**config.mk**
```make
export PLATFORM = sky130hd
export DESIGN_NAME = fwd_ctrl
export DESIGN_NICKNAME = d
export VERILOG_FILES = /design/src/rtl/fwd_ctrl.sv
export SDC_FILE = /design/constraint.sdc
export NUM_CORES = 1
export LEC_CHECK = 0
export CORE_ASPECT_RATIO = 1.4
export CORE_MARGIN = 2
export CORE_UTILIZATION = 30
export CTS_CLUSTER_SIZE = 10
export DETAILED_ROUTE_END_ITERATION = 10
export PLACE_DENSITY = 0.66
export SYNTH_ARGS = -nofsm -noshare
export SYNTH_HDL_FRONTEND = slang
export SYNTH_SLANG_ARGS = --single-unit
```
**constraint.sdc**
```tcl
create_clock -name clk -period 2.08 [get_ports clk]
set_clock_uncertainty 0.2 [all_clocks]
set_input_delay 0.416 -clock clk [delete_from_list [all_inputs] [get_ports clk]]
set_output_delay 0.416 -clock clk [all_outputs]
set_load 0.1 [all_outputs]
```
**src/rtl/fwd_ctrl.sv**
```systemverilog
`default_nettype none
// fwd_ctrl: operand-forwarding select and load-use stall generator (Rev 1.0).
// Optional macro FWD_STATS_EN adds saturating fwd_cnt / stall_cnt counters.
module fwd_ctrl (
  input  logic        clk,
  input  logic        reset,
  input  logic [19:0] ins,
  input  logic        wr_en_id,
  input  logic        load_id,
  input  logic        imm_id,
  output logic [1:0]  mux_sel_A,
  output logic [1:0]  mux_sel_B,
  output logic        imm_sel,
  output logic        stall,
  output logic [4:0]  RW_dm,
  output logic        we_dm
`ifdef FWD_STATS_EN
  ,
  output logic [15:0] fwd_cnt,
  output logic [15:0] stall_cnt
`endif
);

  localparam int FWD_DEPTH = 3;

  // Producer chain, index 0 = EX (youngest), 1 = DM, 2 = WB.
  logic [FWD_DEPTH-1:0] prod_valid;
  logic [FWD_DEPTH-1:0] prod_load;
  logic [4:0]           prod_rd [FWD_DEPTH];

  logic [4:0] rd_id;
  logic [4:0] src_a;
  logic [4:0] src_b;
  logic [1:0] sel_a_nxt;
  logic [1:0] sel_b_nxt;
  logic       unused_bits;

  assign rd_id = ins[14:10];
  assign src_a = ins[9:5];
  assign src_b = ins[4:0];

  // Opcode and the load flags of DM/WB carry no forwarding meaning here.
  assign unused_bits = ^{ins[19:15], prod_load[FWD_DEPTH-1:1]};

  assign stall = prod_valid[0] && prod_load[0] &&
                 ((prod_rd[0] == src_a) || (!imm_id && (prod_rd[0] == src_b)));

  // Scan oldest to youngest so the youngest matching producer wins.
  always_comb begin
    sel_a_nxt = 2'b00;
    sel_b_nxt = 2'b00;
    for (int i = FWD_DEPTH - 1; i >= 0; i--) begin
      if (prod_valid[i] && (prod_rd[i] == src_a)) sel_a_nxt = 2'(i + 1);
      if (prod_valid[i] && (prod_rd[i] == src_b)) sel_b_nxt = 2'(i + 1);
    end
    if (imm_id || stall) sel_b_nxt = 2'b00;
    if (stall)           sel_a_nxt = 2'b00;
  end

  always_ff @(posedge clk or negedge reset) begin
    if (!reset) begin
      prod_valid <= '0;
      prod_load  <= '0;
      for (int i = 0; i < FWD_DEPTH; i++) prod_rd[i] <= 5'd0;
    end else begin
      for (int i = FWD_DEPTH - 1; i > 0; i--) begin
        prod_valid[i] <= prod_valid[i-1];
        prod_load[i]  <= prod_load[i-1];
        prod_rd[i]    <= prod_rd[i-1];
      end
      if (stall) begin
        prod_valid[0] <= 1'b0;
        prod_load[0]  <= 1'b0;
        prod_rd[0]    <= 5'd0;
      end else begin
        prod_valid[0] <= wr_en_id;
        prod_load[0]  <= load_id;
        prod_rd[0]    <= rd_id;
      end
    end
  end

  always_ff @(posedge clk or negedge reset) begin
    if (!reset) begin
      mux_sel_A <= 2'b00;
      mux_sel_B <= 2'b00;
      imm_sel   <= 1'b0;
    end else begin
      mux_sel_A <= sel_a_nxt;
      mux_sel_B <= sel_b_nxt;
      imm_sel   <= imm_id && !stall;
    end
  end

  assign RW_dm = prod_rd[1];
  assign we_dm = prod_valid[1];

`ifdef FWD_STATS_EN
  always_ff @(posedge clk or negedge reset) begin
    if (!reset) begin
      fwd_cnt   <= 16'd0;
      stall_cnt <= 16'd0;
    end else begin
      if (((sel_a_nxt != 2'b00) || (sel_b_nxt != 2'b00)) && (fwd_cnt != 16'hFFFF))
        fwd_cnt <= fwd_cnt + 16'd1;
      if (stall && (stall_cnt != 16'hFFFF))
        stall_cnt <= stall_cnt + 16'd1;
    end
  end
`endif

endmodule
`default_nettype wire
```
==> results_dict.tcl <==
set metrics [dict create \
    io_pins 37 \
    share_comb_of_total_power_pct 23.7 \
    cts_made_buffers 3 \
    drv_slew 0 \
    synth_seq_area_share_pct 51.6 \
    drc 0 \
    viasPerCell 4.58 \
    fin_util_pct 50.4 \
    synth.area.top_cells "dfrtp_1 (52%), xor2_1 (18%), nor2b_2 (5.3%)" \
    top_usage_layer "met2" \
    tritoncts "built" \
    layout_common_cells "dfrtp_1 (24), xor2_1 (24), buf_4 (21)" \
    finalHoldViolCount 0 \
    cts_sinks 24 \
    wl_mm 2.70 \
    whs_ns 0.246 \
    p_int_uw 884 \
    worstPathRequired_ns 1.46 \
    cp_data_arrival_time_ns 1.62 \
    antenna_found_initial 0 \
    pre_cts_slack_ns -0.345 \
    detail-route-antenna-nets 0 \
    syn_area_per_cell_um2 12.4 \
    drt-pass1-iter-count 4 \
    grt_pass1_wl_mm 4.28 \
    grt_use_met3_pct 2.50 \
    max_cap_violations 0 \
    vias 856 \
    num_antenna_cells 0 \
    htree_num_levels 1 \
    synth_cell_types 26 \
    tns_ns -0.158 \
    critPathKind "flop to primary output" \
    syn_nets 119 \
    root_buffer "clkbuf_8" \
    violations "negative setup slack" \
    synth_area_um2 1160 \
    p_total_uw 1230 \
    grt_overflow_total 0 \
    hpwlAfterDp_mm 1.98 \
    p_leak_uw 0.000857 \
    rows 26 \
    multi_input_area_um2 548 \
    status "finished, violations left" \
    seq_power_share_pct 42.4 \
    core-area_um2 3680 \
    gp_congestion 0.903 \
    n_fill_cell 339 \
    ys_seq_elements 24 \
    portBuffers 31 \
    use_met1_pct 14.0 \
    fmax_mhz 447 \
    grt_max_degree 25 \
    period_needed_ns 2.24 \
    synth_top_cell_area_share_pct 51.6 \
    crit_fanout 3 \
    drtIter0Drc 9 \
    powerDensity_nw_per_um2 662 \
    postCtsHoldBufs 0 \
    yosys_warnings 0 \
    grt_pass1_vias 944 \
    max-clock-path-buffers 2 \
    cts.clk_slew.worst_paths_ns 0.08 \
    rsz0062_at_grt "yes" \
    clockPowerShare_pct 33.9 \
    drive_gt1_share_pct 37.9 \
    setup_violations 1 \
    netlist_instances 94 \
    fin_crit_sh_pct 108 \
    fin_ws_ns -0.158 \
    slew_headroom_pct 79.3 \
    dieArea_um2 4400 \
    ir_drop_v 0.000459 \
    nets 171 \
    regArea_um2 601 \
    die_height_um 77.7 \
    crit_path_start_kind "flop" \
    dieWidth_um 56.6 \
    swShare_pct 27.9 \
    worst_pin_slew_ns 0.308 \
    area_delta_synth_final_pct 59.4 \
    critPathCaptureType "primary output" \
    clkLatencyLatePin_ns 0.28 \
    use_met2_pct 23.1 \
    wl_per_cell_um 14.4 \
    initial_core_util_pct 31.7 \
    switchingPower_uw 343 \
    grtUsageTotal_pct 12.9 \
    hold_path.class "flop to flop" \
    synth_top_area_cell "dfrtp_1" \
]
-- cells by family (layout without fill, tap and decap cells) --
| group | count (synthesis) | in the layout | synth area share [%] |
|---|---|---|---|
| DFF | 24 | 24 | 51.6 |
| and+or+nand+nor | 28 | 28 | 17.4 |
| AOI/OAI and AO/OA | 6 | 6 | 4.84 |
| buffers and inverters | 6 | 57 | 3.55 |
| xor gates and xnor gates | 30 | 30 | 22.6 |
-- flip-flops by register name, indices dropped and copies added (netlist names) --
| register | flops |
|---|---|
| mux_sel_B | 2 |
| RW_dm | 5 |
| prod_load | 1 |
| mux_sel_A | 2 |
| prod_rd | 10 |
| prod_valid | 3 |
| imm_sel | 1 |
-- stage by stage --
stage / cells / instance area [um2]
after floorplan: 94 / 1160
after global placement: 176 / 1710
after detailed placement: 176 / 1710
after CTS: 185 / 1820
after global routing: 187 / 1850
final: 187 / 1850
-- area by class of cell --
class	instances	share of cell area, %
flip-flops and latches	24	32.4
repair buffers	52	31.2
multi-input cells	64	29.6
well taps	42	2.83
clock buffers	3	2.23
clock inverters	1	1.62
inverters	1	0.202
-- power by group through the flow --
stage          Clock [uW]  Sequential [uW]  Combinational, uW
3_5_place_dp            0              530                278
6_report              416              520                291
3_3_place_gp            0              528                275
5_1_grt               442              524                306
2_1_floorplan           0              551                124
4_1_cts               424              520                286
-- Yosys cell counts (all sizes together) --
master / number
nor4: 4
o21a: 1
a2bb2oi: 1
xnor2: 6
nand2: 1
nand2b: 2
o221a: 1
nor2b: 8
and3: 3
dfrtp: 24
nand3b: 2
a21oi: 2
o21bai: 1
xor2: 24
inv: 1
nand3: 3
nor3: 3
nor2: 2
buf: 5
-- per-layer routing --
| metal | vias to the layer above | wire length, um |
|---|---|---|
| met5 | - | 0 |
| met4 | 0 | 53 |
| met3 | 6 | 102 |
| met2 | 20 | 1530 |
| met1 | 423 | 1020 |
| li1 | 407 | - |
-- worst paths after layout --
kind	startpoint	endpoint	slack, ns	cells after the start
max	prod_rd[13]$_DFF_PN0_	stall	-0.16	5
max reg2reg	prod_rd[13]$_DFF_PN0_	mux_sel_A[1]$_DFF_PN0_	0.18	7
max in group asynchronous	reset	prod_rd[2]$_DFF_PN0_	1.15	2
min	prod_rd[13]$_DFF_PN0_	RW_dm[3]$_DFF_PN0_	0.25	0
min in group asynchronous	reset	imm_sel$_DFF_PN0_	0.29	2
min reg2reg	prod_rd[13]$_DFF_PN0_	RW_dm[3]$_DFF_PN0_	0.25	0
-- worst max-delay path, cell delays in order (launching register included) --
cell      delay [ns]
dfrtp_1         0.42
xor2_1          0.16
nor3_2          0.28
nand3b_4        0.13
a21oi_4         0.17
buf_12          0.19
-- timing repair --
item | CTS | global route
pin swaps | 6 | 4
buffers inserted | 5 | 2
setup endpoints to repair | 1 | 1
resized for setup | 10 | 2
(Power assumes the default switching activity.)
